<file path="src/rtl/rtc_rgs_mc_pkg.sv">
// Shared register map, timestamp packing and decode helpers for the RTC register block.
package rtc_rgs_mc_pkg;

    // Default block base, matched against bus address bits [31:8].
    localparam logic [23:0] RtcBlkAddr = 24'h00_C000;

    // Register byte offsets within the block.
    localparam logic [7:0] OffCtl     = 8'h00;
    localparam logic [7:0] OffTickInc = 8'h04;
    localparam logic [7:0] OffNsOfst  = 8'h08;
    localparam logic [7:0] OffScOfst0 = 8'h0C;
    localparam logic [7:0] OffScOfst1 = 8'h10;
    localparam logic [7:0] OffCurTm0  = 8'h14;
    localparam logic [7:0] OffCurTm1  = 8'h18;
    localparam logic [7:0] OffCurTm2  = 8'h1C;
    localparam logic [7:0] OffPpsW    = 8'h20;
    localparam logic [7:0] OffIrqStat = 8'h24;
    localparam logic [7:0] OffIrqEn   = 8'h28;

    // CTL bit positions.
    localparam int unsigned CtlOfsVldBit = 0;
    localparam int unsigned CtlClrRtcBit = 1;
    localparam int unsigned CtlIntxmsBit = 2;

    // Width of the per-channel FIFO level field.
    localparam int unsigned LvlW = 5;

    // 96-bit timestamp: {sec[47:0], ns[31:0], fns[15:0]}.
    typedef logic [95:0] ts_t;

    typedef enum logic [3:0] {
        RegNone,
        RegCtl,
        RegTickInc,
        RegNsOfst,
        RegScOfst0,
        RegScOfst1,
        RegCurTm0,
        RegCurTm1,
        RegCurTm2,
        RegPpsW,
        RegIrqStat,
        RegIrqEn,
        RegChan
    } reg_sel_e;

    function automatic ts_t ts_pack(input logic [79:0] std, input logic [15:0] fns);
        return {std, fns};
    endfunction

    // Word 0 is the most significant 32 bits of the packed timestamp.
    function automatic logic [31:0] ts_word(input ts_t ts, input logic [1:0] idx);
        logic [31:0] w;
        case (idx)
            2'd0:    w = ts[95:64];
            2'd1:    w = ts[63:32];
            default: w = ts[31:0];
        endcase
        return w;
    endfunction

    // Misaligned offsets decode to nothing; 0x40..0x7F is the channel window.
    function automatic reg_sel_e reg_decode(input logic [7:0] off);
        reg_sel_e sel;
        sel = RegNone;
        if (off[1:0] == 2'b00) begin
            if (off[7:6] == 2'b01) begin
                sel = RegChan;
            end else begin
                case (off)
                    OffCtl:     sel = RegCtl;
                    OffTickInc: sel = RegTickInc;
                    OffNsOfst:  sel = RegNsOfst;
                    OffScOfst0: sel = RegScOfst0;
                    OffScOfst1: sel = RegScOfst1;
                    OffCurTm0:  sel = RegCurTm0;
                    OffCurTm1:  sel = RegCurTm1;
                    OffCurTm2:  sel = RegCurTm2;
                    OffPpsW:    sel = RegPpsW;
                    OffIrqStat: sel = RegIrqStat;
                    OffIrqEn:   sel = RegIrqEn;
                    default:    sel = RegNone;
                endcase
            end
        end
        return sel;
    endfunction

endpackage

</file>
<file path="src/rtl/rtc_pts_fifo.sv">
// Per-channel timestamp FIFO with wrap-bit pointers and overflow reporting.
module rtc_pts_fifo
    import rtc_rgs_mc_pkg::*;
#(
    parameter int unsigned Depth = 4
) (
    input  logic            clk_i,
    input  logic            rst_ni,
    input  logic            push_i,
    input  ts_t             din_i,
    input  logic            pop_i,
    output ts_t             dout_o,
    output logic [LvlW-1:0] level_o,
    output logic            full_o,
    output logic            empty_o,
    output logic            overflow_set_o
);

    localparam int unsigned AddrW = $clog2(Depth);

    logic [AddrW:0] wr_ptr_q, wr_ptr_d;
    logic [AddrW:0] rd_ptr_q, rd_ptr_d;
    logic [AddrW:0] count;
    logic           push_ok, pop_ok;
    ts_t            mem_q [Depth];

    assign count   = wr_ptr_q - rd_ptr_q;
    assign full_o  = (count == (AddrW + 1)'(Depth));
    assign empty_o = (count == '0);
    assign level_o = LvlW'(count);
    assign dout_o  = mem_q[rd_ptr_q[AddrW-1:0]];

    // A pop frees the head slot this cycle, so a push into a full FIFO still lands.
    assign pop_ok         = pop_i & ~empty_o;
    assign push_ok        = push_i & (~full_o | pop_ok);
    assign overflow_set_o = push_i & full_o & ~pop_ok;

    // Pointer advance.
    always_comb begin
        wr_ptr_d = wr_ptr_q + (AddrW + 1)'(push_ok);
        rd_ptr_d = rd_ptr_q + (AddrW + 1)'(pop_ok);
    end

    // Pointer registers; reset discards contents.
    always_ff @(posedge clk_i or negedge rst_ni) begin
        if (!rst_ni) begin
            wr_ptr_q <= '0;
            rd_ptr_q <= '0;
        end else begin
            wr_ptr_q <= wr_ptr_d;
            rd_ptr_q <= rd_ptr_d;
        end
    end

    // Storage; only slots between the pointers are ever observed.
    always_ff @(posedge clk_i) begin
        if (push_ok) begin
            mem_q[wr_ptr_q[AddrW-1:0]] <= din_i;
        end
    end

endmodule

</file>
<file path="src/rtl/rtc_rgs_mc.sv">
// Multi-channel RTC register block: control/offset registers, coherent time snapshot,
// per-channel timestamp FIFOs and a level interrupt.
module rtc_rgs_mc
    import rtc_rgs_mc_pkg::*;
#(
    parameter logic [23:0] BLK_ADDR   = RtcBlkAddr,
    parameter int unsigned NUM_PTS    = 2,
    parameter int unsigned FIFO_DEPTH = 4
) (
    input  logic                  bus2ip_clk,
    input  logic                  bus2ip_rst_n,
    input  logic [31:0]           bus2ip_addr_i,
    input  logic [31:0]           bus2ip_data_i,
    input  logic                  bus2ip_rd_ce_i,
    input  logic                  bus2ip_wr_ce_i,
    output logic [31:0]           ip2bus_data_o,
    input  logic [79:0]           rtc_std_i,
    input  logic [15:0]           rtc_fns_i,
    input  logic [80*NUM_PTS-1:0] pts_std_i,
    input  logic [16*NUM_PTS-1:0] pts_fns_i,
    input  logic [NUM_PTS-1:0]    pts_valid_i,
    output logic [31:0]           tick_inc_o,
    output logic [31:0]           ns_offset_o,
    output logic [47:0]           sc_offset_o,
    output logic                  offset_valid_o,
    output logic                  clear_rtc_o,
    output logic [31:0]           pps_width_o,
    output logic                  intxms_sel_o,
    output logic                  irq_o
);

    reg_sel_e    sel;
    logic        blk_hit, rd_start, wr_en, ch_ok;
    logic [1:0]  ch_idx, ch_word;
    logic        wr_ctl, wr_stat;

    logic        rd_prev_q;
    logic [1:0]  ctl_q, ctl_d, age_q, age_d, pulse_q, pulse_d;
    logic        intxms_q;
    logic [31:0] tick_q, ns_q, pps_q, rdata_q;
    logic [47:0] sc_q;
    logic [7:0]  irq_en_q;
    logic        irq_q;
    logic [NUM_PTS-1:0] ovf_q, ovf_d;
    ts_t         cur_shadow_q;
    ts_t         ts_shadow_q [NUM_PTS];

    ts_t             fifo_dout  [NUM_PTS];
    logic [LvlW-1:0] fifo_level [NUM_PTS];
    logic [NUM_PTS-1:0] fifo_full, fifo_empty, fifo_ovf_set, fifo_pop;

    ts_t             sel_dout, sel_shadow;
    logic            sel_empty, sel_ovf;
    logic [LvlW-1:0] sel_level;
    logic [7:0]      irq_stat;
    logic [31:0]     rdata;

    assign blk_hit  = (bus2ip_addr_i[31:8] == BLK_ADDR);
    assign sel      = blk_hit ? reg_decode(bus2ip_addr_i[7:0]) : RegNone;
    assign ch_idx   = bus2ip_addr_i[5:4];
    assign ch_word  = bus2ip_addr_i[3:2];
    assign ch_ok    = (sel == RegChan) && (32'(ch_idx) < NUM_PTS);
    // Side effects fire only on the first cycle of a (possibly held) read.
    assign rd_start = bus2ip_rd_ce_i & ~rd_prev_q & blk_hit;
    assign wr_en    = bus2ip_wr_ce_i & blk_hit;
    assign wr_ctl   = wr_en && (sel == RegCtl);
    assign wr_stat  = wr_en && (sel == RegIrqStat);

    for (genvar c = 0; c < NUM_PTS; c++) begin : g_ch
        assign fifo_pop[c] = rd_start & ch_ok & (ch_idx == 2'(c)) & (ch_word == 2'd0);

        rtc_pts_fifo #(
            .Depth (FIFO_DEPTH)
        ) u_fifo (
            .clk_i          (bus2ip_clk),
            .rst_ni         (bus2ip_rst_n),
            .push_i         (pts_valid_i[c]),
            .din_i          (ts_pack(pts_std_i[80*c +: 80], pts_fns_i[16*c +: 16])),
            .pop_i          (fifo_pop[c]),
            .dout_o         (fifo_dout[c]),
            .level_o        (fifo_level[c]),
            .full_o         (fifo_full[c]),
            .empty_o        (fifo_empty[c]),
            .overflow_set_o (fifo_ovf_set[c])
        );

        a_ovf_only_when_full : assert property (@(posedge bus2ip_clk) disable iff (!bus2ip_rst_n)
            fifo_ovf_set[c] |-> fifo_full[c]);
    end

    // Select the addressed channel's FIFO/shadow state and build the live status word.
    always_comb begin
        sel_dout   = '0;
        sel_shadow = '0;
        sel_empty  = 1'b1;
        sel_ovf    = 1'b0;
        sel_level  = '0;
        irq_stat   = '0;
        for (int c = 0; c < NUM_PTS; c++) begin
            irq_stat[c]     = ~fifo_empty[c];
            irq_stat[4 + c] = ovf_q[c];
            if (ch_idx == 2'(c)) begin
                sel_dout   = fifo_dout[c];
                sel_shadow = ts_shadow_q[c];
                sel_empty  = fifo_empty[c];
                sel_ovf    = ovf_q[c];
                sel_level  = fifo_level[c];
            end
        end
    end

    // Read data mux; always reflects pre-write register state.
    always_comb begin
        rdata = '0;
        unique case (sel)
            RegCtl:     rdata = {29'b0, intxms_q, ctl_q[CtlClrRtcBit], ctl_q[CtlOfsVldBit]};
            RegTickInc: rdata = tick_q;
            RegNsOfst:  rdata = ns_q;
            RegScOfst0: rdata = {16'b0, sc_q[47:32]};
            RegScOfst1: rdata = sc_q[31:0];
            RegCurTm0:  rdata = rd_start ? rtc_std_i[79:48] : ts_word(cur_shadow_q, 2'd0);
            RegCurTm1:  rdata = ts_word(cur_shadow_q, 2'd1);
            RegCurTm2:  rdata = ts_word(cur_shadow_q, 2'd2);
            RegPpsW:    rdata = pps_q;
            RegIrqStat: rdata = {24'b0, irq_stat};
            RegIrqEn:   rdata = {24'b0, irq_en_q};
            RegChan: begin
                if (ch_ok) begin
                    unique case (ch_word)
                        2'd0: begin
                            if (rd_start) rdata = sel_empty ? '0 : ts_word(sel_dout, 2'd0);
                            else          rdata = ts_word(sel_shadow, 2'd0);
                        end
                        2'd1: rdata = ts_word(sel_shadow, 2'd1);
                        2'd2: rdata = ts_word(sel_shadow, 2'd2);
                        default: rdata = {23'b0, sel_ovf, 3'b0, sel_level};
                    endcase
                end
            end
            default: rdata = '0;
        endcase
    end

    // Self-clearing CTL bits: set on write of 1, pulse next cycle, drop two edges later.
    always_comb begin
        ctl_d   = ctl_q;
        age_d   = age_q;
        pulse_d = '0;
        for (int i = 0; i < 2; i++) begin
            if (wr_ctl && bus2ip_data_i[i]) begin
                ctl_d[i]   = 1'b1;
                age_d[i]   = 1'b0;
                pulse_d[i] = 1'b1;
            end else if (ctl_q[i]) begin
                if (age_q[i]) begin
                    ctl_d[i] = 1'b0;
                    age_d[i] = 1'b0;
                end else begin
                    age_d[i] = 1'b1;
                end
            end
        end
    end

    // Sticky overflow: a new overflow wins over a same-cycle W1C.
    always_comb begin
        ovf_d = ovf_q;
        if (wr_stat) ovf_d = ovf_d & ~bus2ip_data_i[4 +: NUM_PTS];
        ovf_d = ovf_d | fifo_ovf_set;
    end

    // Register state, shadows, interrupt and read data.
    always_ff @(posedge bus2ip_clk or negedge bus2ip_rst_n) begin
        if (!bus2ip_rst_n) begin
            rd_prev_q    <= 1'b0;
            ctl_q        <= '0;
            age_q        <= '0;
            pulse_q      <= '0;
            intxms_q     <= 1'b0;
            tick_q       <= '0;
            ns_q         <= '0;
            sc_q         <= '0;
            pps_q        <= '0;
            irq_en_q     <= '0;
            irq_q        <= 1'b0;
            ovf_q        <= '0;
            rdata_q      <= '0;
            cur_shadow_q <= '0;
            for (int c = 0; c < NUM_PTS; c++) ts_shadow_q[c] <= '0;
        end else begin
            rd_prev_q <= bus2ip_rd_ce_i;
            ctl_q     <= ctl_d;
            age_q     <= age_d;
            pulse_q   <= pulse_d;
            ovf_q     <= ovf_d;
            irq_q     <= |(irq_stat & irq_en_q);
            rdata_q   <= bus2ip_rd_ce_i ? rdata : '0;
            if (wr_ctl) intxms_q <= bus2ip_data_i[CtlIntxmsBit];
            if (wr_en && (sel == RegTickInc)) tick_q <= bus2ip_data_i;
            if (wr_en && (sel == RegNsOfst))  ns_q <= bus2ip_data_i;
            if (wr_en && (sel == RegScOfst0)) sc_q[47:32] <= bus2ip_data_i[15:0];
            if (wr_en && (sel == RegScOfst1)) sc_q[31:0] <= bus2ip_data_i;
            if (wr_en && (sel == RegPpsW))    pps_q <= bus2ip_data_i;
            if (wr_en && (sel == RegIrqEn))   irq_en_q <= bus2ip_data_i[7:0];
            if (rd_start && (sel == RegCurTm0)) cur_shadow_q <= ts_pack(rtc_std_i, rtc_fns_i);
            for (int c = 0; c < NUM_PTS; c++) begin
                if (fifo_pop[c] && !fifo_empty[c]) ts_shadow_q[c] <= fifo_dout[c];
            end
        end
    end

    assign ip2bus_data_o  = rdata_q;
    assign tick_inc_o     = tick_q;
    assign ns_offset_o    = ns_q;
    assign sc_offset_o    = sc_q;
    assign pps_width_o    = pps_q;
    assign offset_valid_o = pulse_q[CtlOfsVldBit];
    assign clear_rtc_o    = pulse_q[CtlClrRtcBit];
    assign intxms_sel_o   = intxms_q;
    assign irq_o          = irq_q;

endmodule

</file>
<file path="config.mk">
export PLATFORM = sky130hd
export DESIGN_NAME = rtc_rgs_mc
export DESIGN_NICKNAME = d
export VERILOG_FILES = /design/src/rtl/rtc_rgs_mc_pkg.sv /design/src/rtl/rtc_pts_fifo.sv /design/src/rtl/rtc_rgs_mc.sv
export SDC_FILE = /design/constraint.sdc
export NUM_CORES = 1
export LEC_CHECK = 0
export CAP_MARGIN = 20
export CORE_MARGIN = 3
export CORE_UTILIZATION = 45
export CTS_BUF_LIST = sky130_fd_sc_hd__clkbuf_8 sky130_fd_sc_hd__clkbuf_16
export DETAILED_ROUTE_END_ITERATION = 7
export PLACE_DENSITY = 0.69
export SLEW_MARGIN = 25
export SYNTH_ARGS = -nofsm -noshare
export SYNTH_HDL_FRONTEND = slang
export SYNTH_HIERARCHICAL = 1
export SYNTH_SLANG_ARGS = --single-unit
</file>
<file path="constraint.sdc">
create_clock -name bus2ip_clk -period 17.52 [get_ports bus2ip_clk]
set_clock_uncertainty 0.05 [all_clocks]
set_input_delay 5.256 -clock bus2ip_clk [delete_from_list [all_inputs] [get_ports bus2ip_clk]]
set_output_delay 5.256 -clock bus2ip_clk [all_outputs]
set_load 0.05 [all_outputs]
</file>
Word-level counts from Yosys, hierarchy flattened --
Memories as Yosys holds them, arrays and structs flattened. Index checks and enable logic that the tools add are counted.
Word-level totals: bits in registers 495, bits in latches 0, memory bits (writable) 768, ROM bits 0, input bits 358, output and inout port bits 180, word-level logic and storage cells 152, memories 2
Memories:
- g_ch[0].u_fifo.mem_q | words 4, bits a word 96, read ports 1, clocked after memory_dff 0, wr ports 1, RTL line rtc_pts_fifo.sv:25 | ts_t mem_q [Depth];
- g_ch[1].u_fifo.mem_q | words 4, bits a word 96, read ports 1, clocked after memory_dff 0, wr ports 1, RTL line rtc_pts_fifo.sv:25
Operators by class: add/subtract/negate cells 6, multipliers 0, div/mod/pow operators 0, magnitude comparators 1, eq/ne operators 29, shifts and indexed selects 0, mux-type cells 38, bitwise logic cells 29, reductions and logical operators 25
Operators with widths (count):
- two-way mux 96 bit | 4
- one-hot mux 32 bit (12 select lines) | 1
- two-way mux 32 bit | 5
- one-hot mux 32 bit (3 select lines) | 1
- one-hot mux 4 bit (11 select lines) | 1
- equality test 8 x 5 -> 1 bit (second input constant) | 4
- equality test 24 x 16 -> 1 bit (second input constant) | 1
- equality test 8 x 6 -> 1 bit (second input constant) | 3
- equality test 4 bit (second input constant) | 5
- two-way mux 1 bit | 20
- AND 1 bit | 16
- equality test 4 x 3 -> 1 bit (second input constant) | 4
- equality test 8 x 4 -> 1 bit (second input constant) | 2
- logical AND 1 bit | 14
- adder 3 x 1 -> 3 bit | 4
- two-way mux 4 bit | 3
- AND 6 x 8 -> 8 bit | 1
- equality test 4 x 2 -> 1 bit (second input constant) | 2
- equality test 8 x 3 -> 1 bit (second input constant) | 1
- logical NOT 8 bit | 1
- OR reduction 8 bit | 1
- inverter 1 bit | 7
- equality test 2 x 1 -> 1 bit (second input constant) | 3
- equality test 3 bit (second input constant) | 2
- other kinds (15) | 22

Logic depth before layout (Yosys ltp) --
depth in word-level cells 15, mapped depth 12

Cells and area by module --
Netlist, hierarchy kept.
By module, submodules not included:
- rtc_pts_fifo | times used 2, cells each 538, area an instance 14238.7 um^2, seq. area each 11681.2 um^2
- rtc_rgs_mc | times used 1, cells each 1921, area an instance 22876.9 um^2, seq. area each 12086.6 um^2

Least setup slack after synthesis --
Ideal clock, no wire load.
kind input to register, start input bus2ip_addr_i[3], end memory g_ch[0].u_fifo/mem_q[0][0] in the netlist's numbering (enable), arrival 13.992 ns, setup slack 2.785 ns, cell stages on the path 9, buffers on the path 5, cells stage by stage clkbuf_1 > buf_2 > or3_1 > clkbuf_1 > clkbuf_1 > nor4_1 > and3b_1 > buf_1 > a211oi_1
On the way: cells in the longest elaborated chain, start to end 15
Ends and longest elaborated chain:
- start: declaration | RTL line rtc_rgs_mc.sv:12 | input logic [31:0] bus2ip_addr_i,
- equality test 8 x 6 -> 1 bit, or another cell as far along | RTL line rtc_rgs_mc_pkg.sv:70 | case (off)
- one-hot mux 4 bit (11 select lines) | RTL line rtc_rgs_mc_pkg.sv:70
- two-way mux 4 bit | RTL line rtc_rgs_mc_pkg.sv:67 | if (off[7:6] == 2'b01) begin
- two-way mux 4 bit | RTL line rtc_rgs_mc_pkg.sv:66 | if (off[1:0] == 2'b00) begin
- two-way mux 4 bit | RTL line rtc_rgs_mc.sv:59 | assign sel = blk_hit ? reg_decode(bus2ip_addr_i[7:0]) : RegNone;
- equality test 4 bit | RTL line rtc_rgs_mc.sv:62 | assign ch_ok = (sel == RegChan) && (32'(ch_idx) < NUM_PTS);
- logical AND 1 bit | RTL line rtc_rgs_mc.sv:62
- AND 1 bit (2 in series) | RTL line rtc_rgs_mc.sv:70 | assign fifo_pop[c] = rd_start & ch_ok & (ch_idx == 2'(c)) & (ch_word == 2'd0);
- AND 1 bit * | RTL line rtc_rgs_mc.sv:70
- net fifo_pop[0] | RTL line rtc_rgs_mc.sv:50 | logic [NUM_PTS-1:0] fifo_full, fifo_empty, fifo_ovf_set, fifo_pop;
- AND 1 bit * | RTL line rtc_pts_fifo.sv:34 | assign pop_ok = pop_i & ~empty_o;
- bitwise OR 1 bit * | RTL line rtc_pts_fifo.sv:35 | assign push_ok = push_i & (~full_o | pop_ok);
- AND 1 bit * | RTL line rtc_pts_fifo.sv:35
- two-way mux 1 bit * | RTL line rtc_pts_fifo.sv:57 | if (push_ok) begin
- two-way mux 1 bit (implied by the code) * | RTL line rtc_pts_fifo.sv:58 | mem_q[wr_ptr_q[AddrW-1:0]] <= din_i;
- end: declaration | RTL line rtc_pts_fifo.sv:25
The timed path passes the listed nets; every way through them passes the cells marked *.

Final worst setup path --
start input bus2ip_addr_i[14], end memory g_ch[0].u_fifo/mem_q[3][19] in the netlist's numbering (enable)
On the way: cells in the longest elaborated chain, start to end 12
Ends and longest elaborated chain:
- equality test 24 x 16 -> 1 bit * | RTL line rtc_rgs_mc.sv:58 | assign blk_hit = (bus2ip_addr_i[31:8] == BLK_ADDR);
- two-way mux 4 bit | RTL line rtc_rgs_mc.sv:59
- equality test 4 bit | RTL line rtc_rgs_mc.sv:62
- logical AND 1 bit | RTL line rtc_rgs_mc.sv:62
- AND 1 bit * (3 in series) | RTL line rtc_rgs_mc.sv:70
- net fifo_pop[0] | RTL line rtc_rgs_mc.sv:50
- AND 1 bit * | RTL line rtc_pts_fifo.sv:34
- bitwise OR 1 bit * | RTL line rtc_pts_fifo.sv:35
- AND 1 bit * | RTL line rtc_pts_fifo.sv:35
- two-way mux 1 bit * | RTL line rtc_pts_fifo.sv:57
- two-way mux 1 bit (implied by the code) * | RTL line rtc_pts_fifo.sv:58
Marks and branches as above.

==> results.ini <==
[outcome]
outcome = finished, final reports clean

[setup_path]
cp.required_ns = 17.83
rr_worst_depth = 8
path_class = in2reg
reg2reg_slack_ns = 12.74
crit_slowest_cell = nor4_2
start_kind = input port
cp-end-kind = flop
cp.arrival_ns = 10.11
r2r-start = rd_prev_q
crit_chain = clkdlybuf4s50_1 > nor4_2 > and3_1 > nand2_1 > nor4_1 > and3b_1 > a211oi_4 > buf_4 > buf_4
worstReg2RegEnd = g_ch[0].u_fifo/mem_q[3][19]
crit_start = bus2ip_addr_i[14]
cp_common_cell = buf_4
slowest_delay_ns = 0.87
path_max_fanout = 52

[yosys]
syn_avg_cell_area_um2 = 17.1
ys.warnings.count = 6
syn-cell-area_um2 = 51300
syn_inst = 2995

[global_route]
antenna_found_initial = 28
grt_pass1_wl_mm = 221
track_usage_pct = 25.9
grt_pass1_vias = 31100
grt_max_degree = 159
overflow = 0

[floorplan]
die_area_um2 = 118000
core_um2 = 113000
pin_count = 538
core.rowCount = 123
initial_core_util_pct = 45.5
die_w_um = 344
chipHeight_um = 344

[timing]
worst_slack_ns = 7.72
setup-violations-final = 0
drv_slew = 0
rsz0062_at_grt = false
period_needed_ns = 9.80
max-slew-margin-rel_pct = 29.6
fmax_mhz = 102
setup_tns_ns = 0
tightest_slew_ns = 1.04
period_share_pct = 55.9
finalHoldViolations = 0

[place]
numPortBuffers = 537
dp.cells = 4910
place_area_um2 = 58400
place_ws_ns = 7.02
dp_hpwl_mm = 106
place.gp.congestion = 0.881

[power_and_ir_drop]
p_per_area_nw_per_um2 = 114
p_leak_nw = 24.4
seqPwrFrac_pct = 50.9
p_sw_share_pct = 23.9
pwr-share-comb_pct = 9.2
irDropWorstVdd_uv = 94.6
p_clk_share_pct = 39.9
intPower_w = 0.00547
p_switching_w = 0.00172

[hold_path]
min_path_type = reg2reg
min_from = cur_shadow_q[74]
whs_path_depth = 2
worstHoldEndpoint = cur_shadow_q[74]

[cells_and_area]
drive_gt1_share_pct = 24.2
fill_cells = 8746
nNetsFinal = 3919
areaGrowthSynthToFinish_pct = 22.7
fin_area_um2 = 63000
finalNonFillerCells = 5174

[clock_tree]
cts_resized = 0
numCtsBuffers = 136
clkSinkCount = 1263
worstSkewPairLatency_ns = 0.74
htreeDepth = 4
clk_path_buf_depth = 3
cts-root-buf = clkbuf_16
postCtsSetupBuffers = 0
cts.clk_slew.worst_paths_ns = 0.06
hold_buffers = 0
cts_tree = done

[route]
num_vias = 30400
routed_wl_mm = 154
viasPerCell = 5.88
drt_pass1_iterations = 6
drtAntennaViolNets = 0
drc_errors = 0
drt-initial-drc-count = 3150
avgRoutedWirePerCell_um = 29.7

[job]
max_cap_viol_count = 0

power by group through the flow:
| stage | Sequential (W) | Combinational (W) | Clock, W |
|---|---|---|---|
| floorplan | 0.00378 | 0.000316 | 0 |
| global placement | 0.00370 | 0.000670 | 0 |
| detailed placement | 0.00372 | 0.000675 | 0 |
| CTS | 0.00366 | 0.000678 | 0.00292 |
| global route | 0.00368 | 0.000709 | 0.00305 |
| finish | 0.00366 | 0.000663 | 0.00287 |
cell type report:
class,count,area (um2),area share (%)
multi-input combinational,1531,15100,24.0
antenna,12,30.0,0.0477
tap,1500,1880,2.98
inverter,15,56.3,0.0894
clock buffer,153,3660,5.81
sequential,1263,35500,56.3
timing repair buffer,602,5910,9.39
clock inverter,98,876,1.39
state kept, by name (all words and copies together), names as in the netlist:
signal / cells
ip2bus_data_o: 32
g_ch.u_fifo/wr_ptr_q: 6
ts_shadow_q: 192
age_q: 2
g_ch.u_fifo/mem_q: 768
cur_shadow_q: 96
sc_offset_o: 48
pps_width_o: 32
ns_offset_o: 32
irq_o: 1
ovf_q: 2
rd_prev_q: 1
g_ch.u_fifo/rd_ptr_q: 6
tick_inc_o: 32
intxms_sel_o: 1
irq_en_q: 8
ctl_q: 2
pulse_q: 2
worst max path at each step:
stage | endpoint | depth (start not counted)
2_1_floorplan | g_ch[0].u_fifo/mem_q[0][0] | 9
3_3_place_gp | g_ch[0].u_fifo/mem_q[3][49] | 9
3_5_place_dp | g_ch[1].u_fifo/mem_q[3][73] | 9
4_1_cts | g_ch[1].u_fifo/mem_q[3][73] | 9
5_1_grt | g_ch[0].u_fifo/mem_q[3][19] | 9
6_report | g_ch[0].u_fifo/mem_q[3][19] | 9
placed cells by master, fill, tap and decap left out, drive strengths merged, types with 13 or more instances in the layout:
cell	n
edfxtp	768
clkdlybuf4s50	534
dfrtp	495
mux2	377
nand2	324
mux4	192
clkbuf	153
mux2i	138
buf	68
nor3	59
inv	57
o21ai	39
clkinv	39
a222oi	34
nor2	33
a22oi	32
o22ai	27
nand3	23
a21oi	20
a31oi	18
o31ai	17
a22o	16
a41oi	13
stage by stage:
step | total power (W) | util (%) | hold WS (ns)
after global routing | 0.00745 | 55.8 | 0.431
after floorplan | 0.00410 | - | 0.382
final | 0.00719 | 55.8 | 0.413
after detailed placement | 0.00439 | 51.8 | 0.404
after global placement | 0.00437 | 51.8 | 0.393
after CTS | 0.00726 | 55.8 | 0.417
per-layer routing:
layer | part of all wire [%] | track usage [%] | vias up
met3 | 8.8 | 5.52 | 286
met4 | 3.6 | 8.75 | 6
met1 | 38 | 33.5 | 15900
met5 | 0.024 | 0 | -
li1 | - | - | 12800
met2 | 50 | 43.7 | 1461
critical path: cells and delay by family:
family / cells / cell delay, ns
AND/OR/NAND/NOR: 5 / 2.63
buffers and inverters: 3 / 1.82
AO/OA/AOI/OAI: 1 / 0.28
No activity file was read; power rests on OpenSTA's default activity.
